### src/rtl/sirv_spi_slave_link.sv
// Single-lane SPI responder: oversampled SCK/CS_N/MOSI, RX/TX byte FIFOs, watermark interrupts.
// Optional error reporting (ip_rxovf, ip_txunf, err_clear) is enabled by defining SPI_SLAVE_ERR_EN.
module sirv_spi_slave_link #(
    parameter int unsigned DEPTH = 8,
    parameter logic [7:0]  FILL  = 8'hFF
) (
    input  logic       clock,
    input  logic       reset,
    input  logic       spi_sck_i,
    input  logic       spi_cs_n_i,
    input  logic       spi_mosi_i,
    output logic       spi_miso_o,
    output logic       spi_miso_oe,
    input  logic       ctrl_cpol,
    input  logic       ctrl_cpha,
    input  logic       ctrl_endian,
    input  logic [3:0] ctrl_wm_tx,
    input  logic [3:0] ctrl_wm_rx,
    output logic       io_tx_ready,
    input  logic       io_tx_valid,
    input  logic [7:0] io_tx_bits,
    input  logic       io_rx_ready,
    output logic       io_rx_valid,
    output logic [7:0] io_rx_bits,
    output logic       ip_txwm,
    output logic       ip_rxwm,
    output logic       busy
`ifdef SPI_SLAVE_ERR_EN
    ,
    output logic       ip_rxovf,
    output logic       ip_txunf,
    input  logic       err_clear
`endif
);

    localparam int unsigned AW       = (DEPTH > 1) ? $clog2(DEPTH) : 1;
    localparam logic [3:0]  FULL_CNT = 4'(DEPTH);

    typedef enum logic {IDLE, SEL} state_t;

    state_t         state;
    logic           sck_s1, sck_s2, sck_d;
    logic           cs_s1, cs_s2, cs_d;
    logic           mosi_s1, mosi_s2;
    logic           cpol_q, cpha_q, endian_q;
    logic [2:0]     bit_cnt;
    logic           reload_pend;
    logic           miso_oe;
    logic [7:0]     tx_sr, rx_sr;
    logic           rx_push;
    logic [7:0]     rx_push_data;

    logic [7:0]     tx_mem [DEPTH];
    logic [7:0]     rx_mem [DEPTH];
    logic [AW-1:0]  tx_wr, tx_rd, rx_wr, rx_rd;
    logic [3:0]     tx_count, rx_count;

    // NOTE: every clocked block uses non-blocking assignments so all flops update together.
    always_ff @(posedge clock or posedge reset) begin
        if (reset) begin
            sck_s1  <= 1'b0;  sck_s2  <= 1'b0;  sck_d <= 1'b0;
            cs_s1   <= 1'b1;  cs_s2   <= 1'b1;  cs_d  <= 1'b1;
            mosi_s1 <= 1'b0;  mosi_s2 <= 1'b0;
        end else begin
            sck_s1  <= spi_sck_i;  sck_s2  <= sck_s1;  sck_d <= sck_s2;
            cs_s1   <= spi_cs_n_i; cs_s2   <= cs_s1;   cs_d  <= cs_s2;
            mosi_s1 <= spi_mosi_i; mosi_s2 <= mosi_s1;
        end
    end

    // Leading edge leaves the idle level; cpha picks which edge samples and which shifts.
    logic sck_rise, sck_fall, lead_evt, trail_evt;
    logic enter, leave, sample_evt, shift_evt, load_evt, byte_done;
    logic tx_empty, rx_full, tx_push, tx_pop, rx_wr_en, rx_pop;
    logic [7:0] rx_next, load_byte;

    assign sck_rise   = sck_s2 & ~sck_d;
    assign sck_fall   = ~sck_s2 & sck_d;
    assign lead_evt   = cpol_q ? sck_fall : sck_rise;
    assign trail_evt  = cpol_q ? sck_rise : sck_fall;
    assign enter      = (state == IDLE) && cs_d && !cs_s2;
    assign leave      = (state == SEL) && !cs_d && cs_s2;
    assign sample_evt = (state == SEL) && !leave && (cpha_q ? trail_evt : lead_evt);
    assign shift_evt  = (state == SEL) && !leave && (cpha_q ? lead_evt : trail_evt);
    assign load_evt   = (enter && !ctrl_cpha) || (shift_evt && reload_pend);
    assign byte_done  = sample_evt && (bit_cnt == 3'd7);
    assign rx_next    = endian_q ? {mosi_s2, rx_sr[7:1]} : {rx_sr[6:0], mosi_s2};

    assign tx_empty   = (tx_count == 4'd0);
    assign rx_full    = (rx_count == FULL_CNT);
    assign load_byte  = tx_empty ? FILL : tx_mem[tx_rd];
    assign tx_push    = io_tx_valid && io_tx_ready;
    assign tx_pop     = load_evt && !tx_empty;
    assign rx_wr_en   = rx_push && !rx_full;
    assign rx_pop     = io_rx_ready && io_rx_valid;

    always_ff @(posedge clock or posedge reset) begin
        if (reset) begin
            state        <= IDLE;
            cpol_q       <= 1'b0;
            cpha_q       <= 1'b0;
            endian_q     <= 1'b0;
            bit_cnt      <= 3'd0;
            reload_pend  <= 1'b0;
            miso_oe      <= 1'b0;
            tx_sr        <= 8'hFF;
            rx_sr        <= 8'h00;
            rx_push      <= 1'b0;
            rx_push_data <= 8'h00;
        end else begin
            rx_push <= byte_done;
            if (byte_done)
                rx_push_data <= rx_next;
            case (state)
                IDLE: if (enter) begin
                    state       <= SEL;
                    cpol_q      <= ctrl_cpol;
                    cpha_q      <= ctrl_cpha;
                    endian_q    <= ctrl_endian;
                    bit_cnt     <= 3'd0;
                    miso_oe     <= 1'b1;
                    reload_pend <= ctrl_cpha;
                    if (!ctrl_cpha)
                        tx_sr <= load_byte;
                end
                SEL: if (leave) begin
                    state       <= IDLE;
                    bit_cnt     <= 3'd0;
                    reload_pend <= 1'b0;
                    miso_oe     <= 1'b0;
                    rx_sr       <= 8'h00;
                end else begin
                    if (sample_evt) begin
                        rx_sr   <= rx_next;
                        bit_cnt <= bit_cnt + 3'd1;
                        if (bit_cnt == 3'd7)
                            reload_pend <= 1'b1;
                    end
                    if (shift_evt) begin
                        if (reload_pend) begin
                            tx_sr       <= load_byte;
                            reload_pend <= 1'b0;
                        end else begin
                            tx_sr <= endian_q ? {1'b0, tx_sr[7:1]} : {tx_sr[6:0], 1'b0};
                        end
                    end
                end
                default: state <= IDLE;
            endcase
        end
    end

    // NOTE: FIFO storage has no reset; pointers and counts alone define what is valid.
    always_ff @(posedge clock) begin
        if (tx_push)
            tx_mem[tx_wr] <= io_tx_bits;
        if (rx_wr_en)
            rx_mem[rx_wr] <= rx_push_data;
    end

    always_ff @(posedge clock or posedge reset) begin
        if (reset) begin
            tx_wr    <= '0;
            tx_rd    <= '0;
            tx_count <= 4'd0;
            rx_wr    <= '0;
            rx_rd    <= '0;
            rx_count <= 4'd0;
        end else begin
            if (tx_push)  tx_wr <= tx_wr + AW'(1);
            if (tx_pop)   tx_rd <= tx_rd + AW'(1);
            if (rx_wr_en) rx_wr <= rx_wr + AW'(1);
            if (rx_pop)   rx_rd <= rx_rd + AW'(1);
            tx_count <= tx_count + 4'(tx_push) - 4'(tx_pop);
            rx_count <= rx_count + 4'(rx_wr_en) - 4'(rx_pop);
        end
    end

`ifdef SPI_SLAVE_ERR_EN
    // A new error event in the same cycle as err_clear keeps the flag set.
    always_ff @(posedge clock or posedge reset) begin
        if (reset) begin
            ip_rxovf <= 1'b0;
            ip_txunf <= 1'b0;
        end else begin
            ip_rxovf <= (rx_push && rx_full) || (ip_rxovf && !err_clear);
            ip_txunf <= (load_evt && tx_empty) || (ip_txunf && !err_clear);
        end
    end
`endif

    assign spi_miso_oe = miso_oe;
    assign spi_miso_o  = miso_oe ? (endian_q ? tx_sr[0] : tx_sr[7]) : 1'b1;
    assign io_tx_ready = (tx_count != FULL_CNT);
    assign io_rx_valid = (rx_count != 4'd0);
    assign io_rx_bits  = rx_mem[rx_rd];
    assign ip_txwm     = (tx_count < ctrl_wm_tx);
    assign ip_rxwm     = (rx_count > ctrl_wm_rx);
    assign busy        = (state == SEL);

endmodule
### config.mk
export PLATFORM = sky130hd
export DESIGN_NAME = sirv_spi_slave_link
export DESIGN_NICKNAME = d
export VERILOG_FILES = /design/src/rtl/sirv_spi_slave_link.sv
export SDC_FILE = /design/constraint.sdc
export NUM_CORES = 1
export LEC_CHECK = 0
export BUFFER_PORTS_ARGS = -buffer_cell sky130_fd_sc_hd__buf_2
export CORE_ASPECT_RATIO = 0.9
export CORE_MARGIN = 8
export CORE_UTILIZATION = 61
export CTS_CLUSTER_SIZE = 20
export DETAILED_ROUTE_END_ITERATION = 7
export PLACE_DENSITY = 0.79
export SYNTH_ARGS = -nofsm -noshare
export SYNTH_HDL_FRONTEND = slang
export SYNTH_SLANG_ARGS = --single-unit
### constraint.sdc
create_clock -name clock -period 2.92 [get_ports clock]
set_clock_uncertainty 0.15 [all_clocks]
set_input_delay 0.438 -clock clock [delete_from_list [all_inputs] [get_ports clock]]
set_output_delay 0.438 -clock clock [all_outputs]
set_load 0.1 [all_outputs]
==> impl_metrics.json, run 1 <==
{
  "area_delta_synth_final_pct": 14.8,
  "crit_chain": "buf_4 -> mux4_2 -> mux2_2 -> buf_2",
  "p_seq_share_pct": 44.7,
  "multi_input_area_um2": 2510,
  "fmax_mhz": 356,
  "hold_viol": 0,
  "place_area_um2": 8650,
  "antenna_found_initial": 0,
  "tightest_slew_ns": 0.722,
  "synth_cells": 491,
  "gp_congestion": 0.829,
  "synth-adder-area-share_pct": 4.47,
  "p_per_area_nw_per_um2": 879,
  "drtIter0Drc": 351,
  "cts.sinks": 190,
  "grt_pass1_wl_mm": 23.5,
  "worst-setup-path-type": "flop to output port",
  "slowest_stage": "mux4_2",
  "clkPwrFrac_pct": 29.5,
  "root_buffer": "clkbuf_16",
  "ys_seq_area_share_pct": 66.7,
  "crit_fanout": 18,
  "rows": 40,
  "finalNonFillerCells": 742,
  "hold_path_class": "input pin to flop",
  "die_h_um": 125,
  "syn_area_per_cell_um2": 16.5,
  "cts_tree": "yes",
  "dieArea_um2": 17300,
  "track_usage_pct": 17.9,
  "ir_drop_mv": 0.764,
  "maxCapViolations": 0,
  "coreArea_um2": 13200,
  "portBuffers": 40,
  "viasPerCell": 5.73,
  "grt_max_degree": 33,
  "hold_depth": 2,
  "nets": 614,
  "p_int_w": 0.00571,
  "ios": 41,
  "power_leakage_nw": 3.53,
  "synth_area_leaders": "edfxtp_1, dfrtp_1, mux4_2, mux2_2, ha_1",
  "wl_mm": 14.4,
  "period_needed_ns": 2.81,
  "regArea_um2": 5410,
  "pwr-share-comb_pct": 25.7,
  "synth_edf_count": 128,
  "synth_top_family_by_area": "multiplexers",
  "end_kind": "output port",
  "clk_latency_ns": 0.42,
  "die_x_um": 138,
  "rrSetupSlack_ns": 0.13,
  "yosys-mux-area-fraction_pct": 16.9,
  "yosys_warnings": 0,
  "ff2ff_path_depth": 10,
  "hp-start": "ctrl_cpol",
  "n_antenna_cell": 0,
  "startpoint_type": "flop",
  "vias": 4248,
  "yosysMostFrequentCell": "edfxtp_1",
  "wl_per_cell_um": 19.4,
  "fin_crit_sh_pct": 96.2,
  "yosysTopAreaCell": "edfxtp_1",
  "dp_hpwl_mm": 9.43,
  "slew_headroom_pct": 51.8,
  "arrival_ns": 2.22,
  "status": "finished, final reports clean",
  "p_switching_w": 0.00247,
  "cts_made_buffers": 17,
  "drtPass1Iterations": 5,
  "ant_nets": 0,
  "cp_slowest_stage_delay_ns": 0.56,
  "netlist_top_cells_count": "edfxtp_1, dfrtp_1, mux2_2",
  "syn-num-nets": 544,
  "start_util_pct": 61.7,
  "setup_viol": 0,
  "final_max_slew_viol_count": 0,
  "worstPathRequired_ns": 2.33,
  "ys_async_sr_fraction_pct": 32.6,
  "synth_xor_area_share_pct": 1.28,
  "rsz0062_at_grt": "yes",
  "h-tree-depth": 4,
  "fillCellCount": 829,
  "synthFlopType": "edfxtp_1",
  "drc": 0,
  "dp_cells": 706,
  "drive_gt1_share_pct": 31.7,
  "hold-path-endpoint": "cpol_q",
  "grt_pass1_vias": 4466,
  "r2r_start": "cpol_q",
  "clk_pin_slew_ns": 0.07,
  "fin_area_um2": 9310,
  "grt-ovfl-total": 0,
  "clk_path_buf_depth": 2,
  "switching_share_pct": 30.2,
  "synth_top_area_share_pct": 47.4,
  "syn_area_um2": 8120,
  "r2r-end": "tx_count[1]",
  "yosys.cell_types.count": 45,
  "synth_seq_cells": 190,
  "synthSimpleGateAreaFrac_pct": 5.20,
  "synth_compound_area_share_pct": 2.90
}
==> routing by layer <==
metal  wire length (um)  global-route usage, %  up-vias
li1                   -                      -     1984
met1               6440                   23.9     2173
met5                  0                      0        -
met2               7250                   28.5       85
met4                 99                   4.60        0
met3                633                   4.60        6
==> worst max-delay path: cells and delay by family (launching register included) <==
kind | cells | cell delay, ns
flops | 1 | 0.32
mux | 2 | 0.85
buf+inv | 2 | 0.62
==> placed cells by master, fill, tap and decap left out, types with 2 or more instances in the layout <==
cell type	count
o22ai_1	6
nand3_1	3
a21oi_1	7
nor2b_1	3
dfstp_2	11
nand2b_1	11
mux4_2	22
buf_2	40
nor2_2	2
inv_1	25
buf_4	24
nor3_1	5
a21o_1	4
nor2_1	29
and2_1	2
fa_1	2
xor2_1	4
mux4_1	10
edfxtp_1	128
clkinv_4	2
mux2_2	41
clkinv_2	2
clkinvlp_4	3
xnor2_1	6
inv_6	2
mux2i_1	12
bufinv_16	4
dlygate4sd3_1	4
ha_1	25
o21ai_0	7
nand2_1	32
mux2_1	2
nor3b_1	2
dfrtp_1	50
clkbuf_16	17
o21ai_1	3
buf_12	2
==> sequential cells by signal (all words and copies together), names as in the netlist, 3 cells and up <==
register      count
bit_cnt           3
rx_count          4
rx_mem           64
rx_push_data      8
rx_rd             3
rx_sr             8
rx_wr             3
tx_count          4
tx_mem           64
tx_rd             3
tx_sr             8
tx_wr             3
==> logic make-up (layout without fill, tap and decap cells) <==
| logic type | Yosys count | in the layout |
|---|---|---|
| flip-flops | 190 | 190 |
| AND/OR/NAND/NOR | 93 | 93 |
| multiplexers | 88 | 88 |
| buffers and inverters | 45 | 128 |
| AO/OA/AOI/OAI | 36 | 36 |
| adder cells (fa/ha/maj) | 28 | 28 |
| XOR/XNOR | 11 | 11 |
==> per-stage QoR <==
stage | setup TNS, ns | worst slack [ns] | hold slack (ns) | power [W] | util [%]
floorplan | 0 | 0.00755 | 0.181 | 0.00529 | -
global placement | 0 | 0.285 | 0.183 | 0.00571 | 65.7
detailed placement | 0 | 0.164 | 0.195 | 0.00581 | 65.7
CTS | 0 | 0.00853 | 0.0822 | 0.00823 | 70.7
global route | -0.00985 | -0.00985 | 0.0771 | 0.00856 | 70.8
finish | 0 | 0.111 | 0.0965 | 0.00818 | 70.8
==> worst max path at each step <==
stage          startpoint       endpoint  slack [ns]  cells past startpoint
5_1_grt            cpol_q    tx_count[3]       -0.01                     10
3_5_place_dp       cpol_q    tx_count[1]        0.16                     10
3_3_place_gp       cpol_q    tx_count[1]        0.29                     10
4_1_cts          rx_rd[1]  io_rx_bits[1]       0.009                      3
6_report         rx_rd[0]  io_rx_bits[1]        0.11                      4
2_1_floorplan        busy    tx_count[2]       0.008                     11
==> layout make-up <==
type	instances	area share, %
repair buffers	70	4.94
inverters	26	1.05
well taps	168	2.26
clock inverters	14	2.06
flip-flops and latches	190	58.1
clock buffers	18	4.61
multi-input cells	256	27.0
==> power by group through the flow <==
stage               combinational, W  clock [W]  sequential [W]
finish                       0.00211    0.00241         0.00366
global route                 0.00230    0.00253         0.00372
CTS                          0.00214    0.00244         0.00366
detailed placement           0.00210          0         0.00371
global placement             0.00202          0         0.00368
floorplan                    0.00180          0         0.00349
==> timing repair <==
action                                 CTS  global route
endpoints found under the hold margin   14             0
gates resized for setup                  0             2
buffers inserted                         0             0
hold buffers                             4             0
setup endpoints to repair                0             7
(Power assumes the default switching activity.)
==> run 2: changes to the inputs <==
- CORE_UTILIZATION: 61 -> 45
- PLACE_DENSITY: 0.79 -> default
==> run 2 against run 1 <==
  * Die area rose by 31%
  * Combinational power barely moved
  * Core utilization fell by 18 points
  * Register-to-register slack improved by 0.15 ns
  * Hold slack improved by 0.00098 ns
  * Clock-buffer cell count did not move
  * Wire length fell by 3.8%
  * Flip-flop and latch count did not move
  * Critical path type unchanged
  * Highest routed layer unchanged
==> impl_metrics.json, run 2 (same netlist as run 1, synthesis figures left out) <==
{
  "antenna_found_initial": 0,
  "grt-ovfl-total": 0,
  "final_max_slew_viol_count": 0,
  "p_per_area_nw_per_um2": 850,
  "drc": 0,
  "fin_crit_sh_pct": 92.8,
  "period_needed_ns": 2.71,
  "ios": 41,
  "die_h_um": 143,
  "holdWs_ns": 0.0975,
  "fmax_mhz": 369,
  "clk_latency_ns": 0.43,
  "hold_viol": 0,
  "layout_common_cells": "edfxtp_1, dfrtp_1, mux2_2",
  "gp_congestion": 0.755,
  "portBuffers": 40,
  "rrSetupSlack_ns": 0.28,
  "wl_per_cell_um": 17.1,
  "maxCapViolations": 0,
  "r2r_start": "cs_d",
  "cts_tree": "yes",
  "finalSetupTns_ns": 0,
  "ir_drop_mv": 0.584,
  "multi_input_area_um2": 2510,
  "grt_max_degree": 38,
  "layout_setup_ws_ns": 0.211,
  "crit_start": "rx_rd[0]",
  "fin_area_um2": 9320,
  "coreArea_um2": 17700,
  "crit_fanout": 18,
  "power_leakage_nw": 3.49,
  "layout_commonest_cell": "edfxtp_1",
  "tightest_slew_ns": 0.773,
  "track_usage_pct": 13.3,
  "drive_gt1_share_pct": 31.0,
  "slew_headroom_pct": 48.4,
  "status": "finished, final reports clean",
  "arrival_ns": 2.12,
  "dp_hpwl_mm": 9.51,
  "wl_mm": 13.9,
  "end_kind": "output port",
  "worstPathRequired_ns": 2.33,
  "grt_pass1_vias": 4380,
  "setup_viol": 0,
  "n_antenna_cell": 0,
  "cts.sinks": 190,
  "dieArea_um2": 22600,
  "h-tree-depth": 4,
  "worst-setup-path-type": "flop to output port",
  "cts_made_buffers": 17,
  "clk_pin_slew_ns": 0.07,
  "place_area_um2": 8710,
  "rsz0062_at_grt": "no",
  "nets": 611,
  "start_util_pct": 45.9,
  "dp_slack_ns": 0.256,
  "drtPass1Iterations": 6,
  "viasPerCell": 5.11,
  "startpoint_type": "flop",
  "vias": 4147,
  "grt_pass1_wl_mm": 23.1,
  "ant_nets": 0,
  "regArea_um2": 5410,
  "clk_path_buf_depth": 2,
  "drtIter0Drc": 212,
  "critPathCapture": "io_rx_bits[5]",
  "fillCellCount": 1454,
  "die_x_um": 158,
  "r2r-end": "tx_count[2]",
  "root_buffer": "clkbuf_16",
  "rows": 46,
  "final_util_pct": 52.8,
  "area_delta_synth_final_pct": 14.9,
  "hold_path_class": "input pin to flop",
  "largestRegisters": "rx_mem: 64 flops, tx_mem: 64 flops",
  "ff2ff_path_depth": 10
}
==> run 2: cell types whose count changed in the layout (fill, tap and decap cells not counted), moves of 2 or more <==
cell / previous run / this run
inv_6: 2 / 5
bufinv_16: 4 / 1
clkinv_2: 2 / 0
buf_4: 24 / 21
==> run 2: routing by layer <==
metal | track usage, % | wire length, um
met5 | 0 | 0
met4 | 4.65 | 121
met3 | 3.15 | 469
met2 | 21.2 | 6670
met1 | 17.4 | 6620
==> run 2: repair_timing <==
item / CTS / global route
endpoints found under the setup margin: 0 / 7
buffers inserted: 0 / 0
hold endpoints to repair: 23 / 0
hold buffers: 4 / 0
gates resized for setup: 0 / 2
==> run 2: per-stage QoR <==
stage / total power, W / cells
after floorplan: 0.00529 / 491
after global placement: 0.00574 / 775
after detailed placement: 0.00583 / 775
after CTS: 0.00804 / 811
after global routing: 0.00838 / 811
final: 0.00793 / 811
==> run 2: layout make-up <==
cell class	count	share of cell area [%]
clock inverter	14	1.44
timing repair buffer	67	4.72
multi-input combinational	256	26.9
tap	240	3.22
clock buffer	18	4.60
sequential	190	58.0
inverter	26	1.05
==> run 2: critical path: stages, from the launching register on <==
cell and delay, ns:
dfrtp_1 0.38, buf_12 0.20, mux4_2 0.54, mux2_2 0.28
buf_2 0.29
==> run 2: report_power, final <==
part | switching [W] | internal (W)
clock network | 0.00101 | 0.00119
registers | 0.000362 | 0.00327
logic | 0.00110 | 0.000992
total | 0.00247 | 0.00546
==> run 2: worst min path at each step <==
stage	start	to	slack, ns	cells past startpoint
2_1_floorplan	mosi_s1	mosi_s2	0.18	0
3_5_place_dp	mosi_s1	mosi_s2	0.19	0
4_1_cts	ctrl_cpol	cpol_q	0.08	2
6_report	ctrl_cpol	cpol_q	0.1	2
5_1_grt	ctrl_cpol	cpol_q	0.09	2
3_3_place_gp	sck_s1	sck_s2	0.18	0
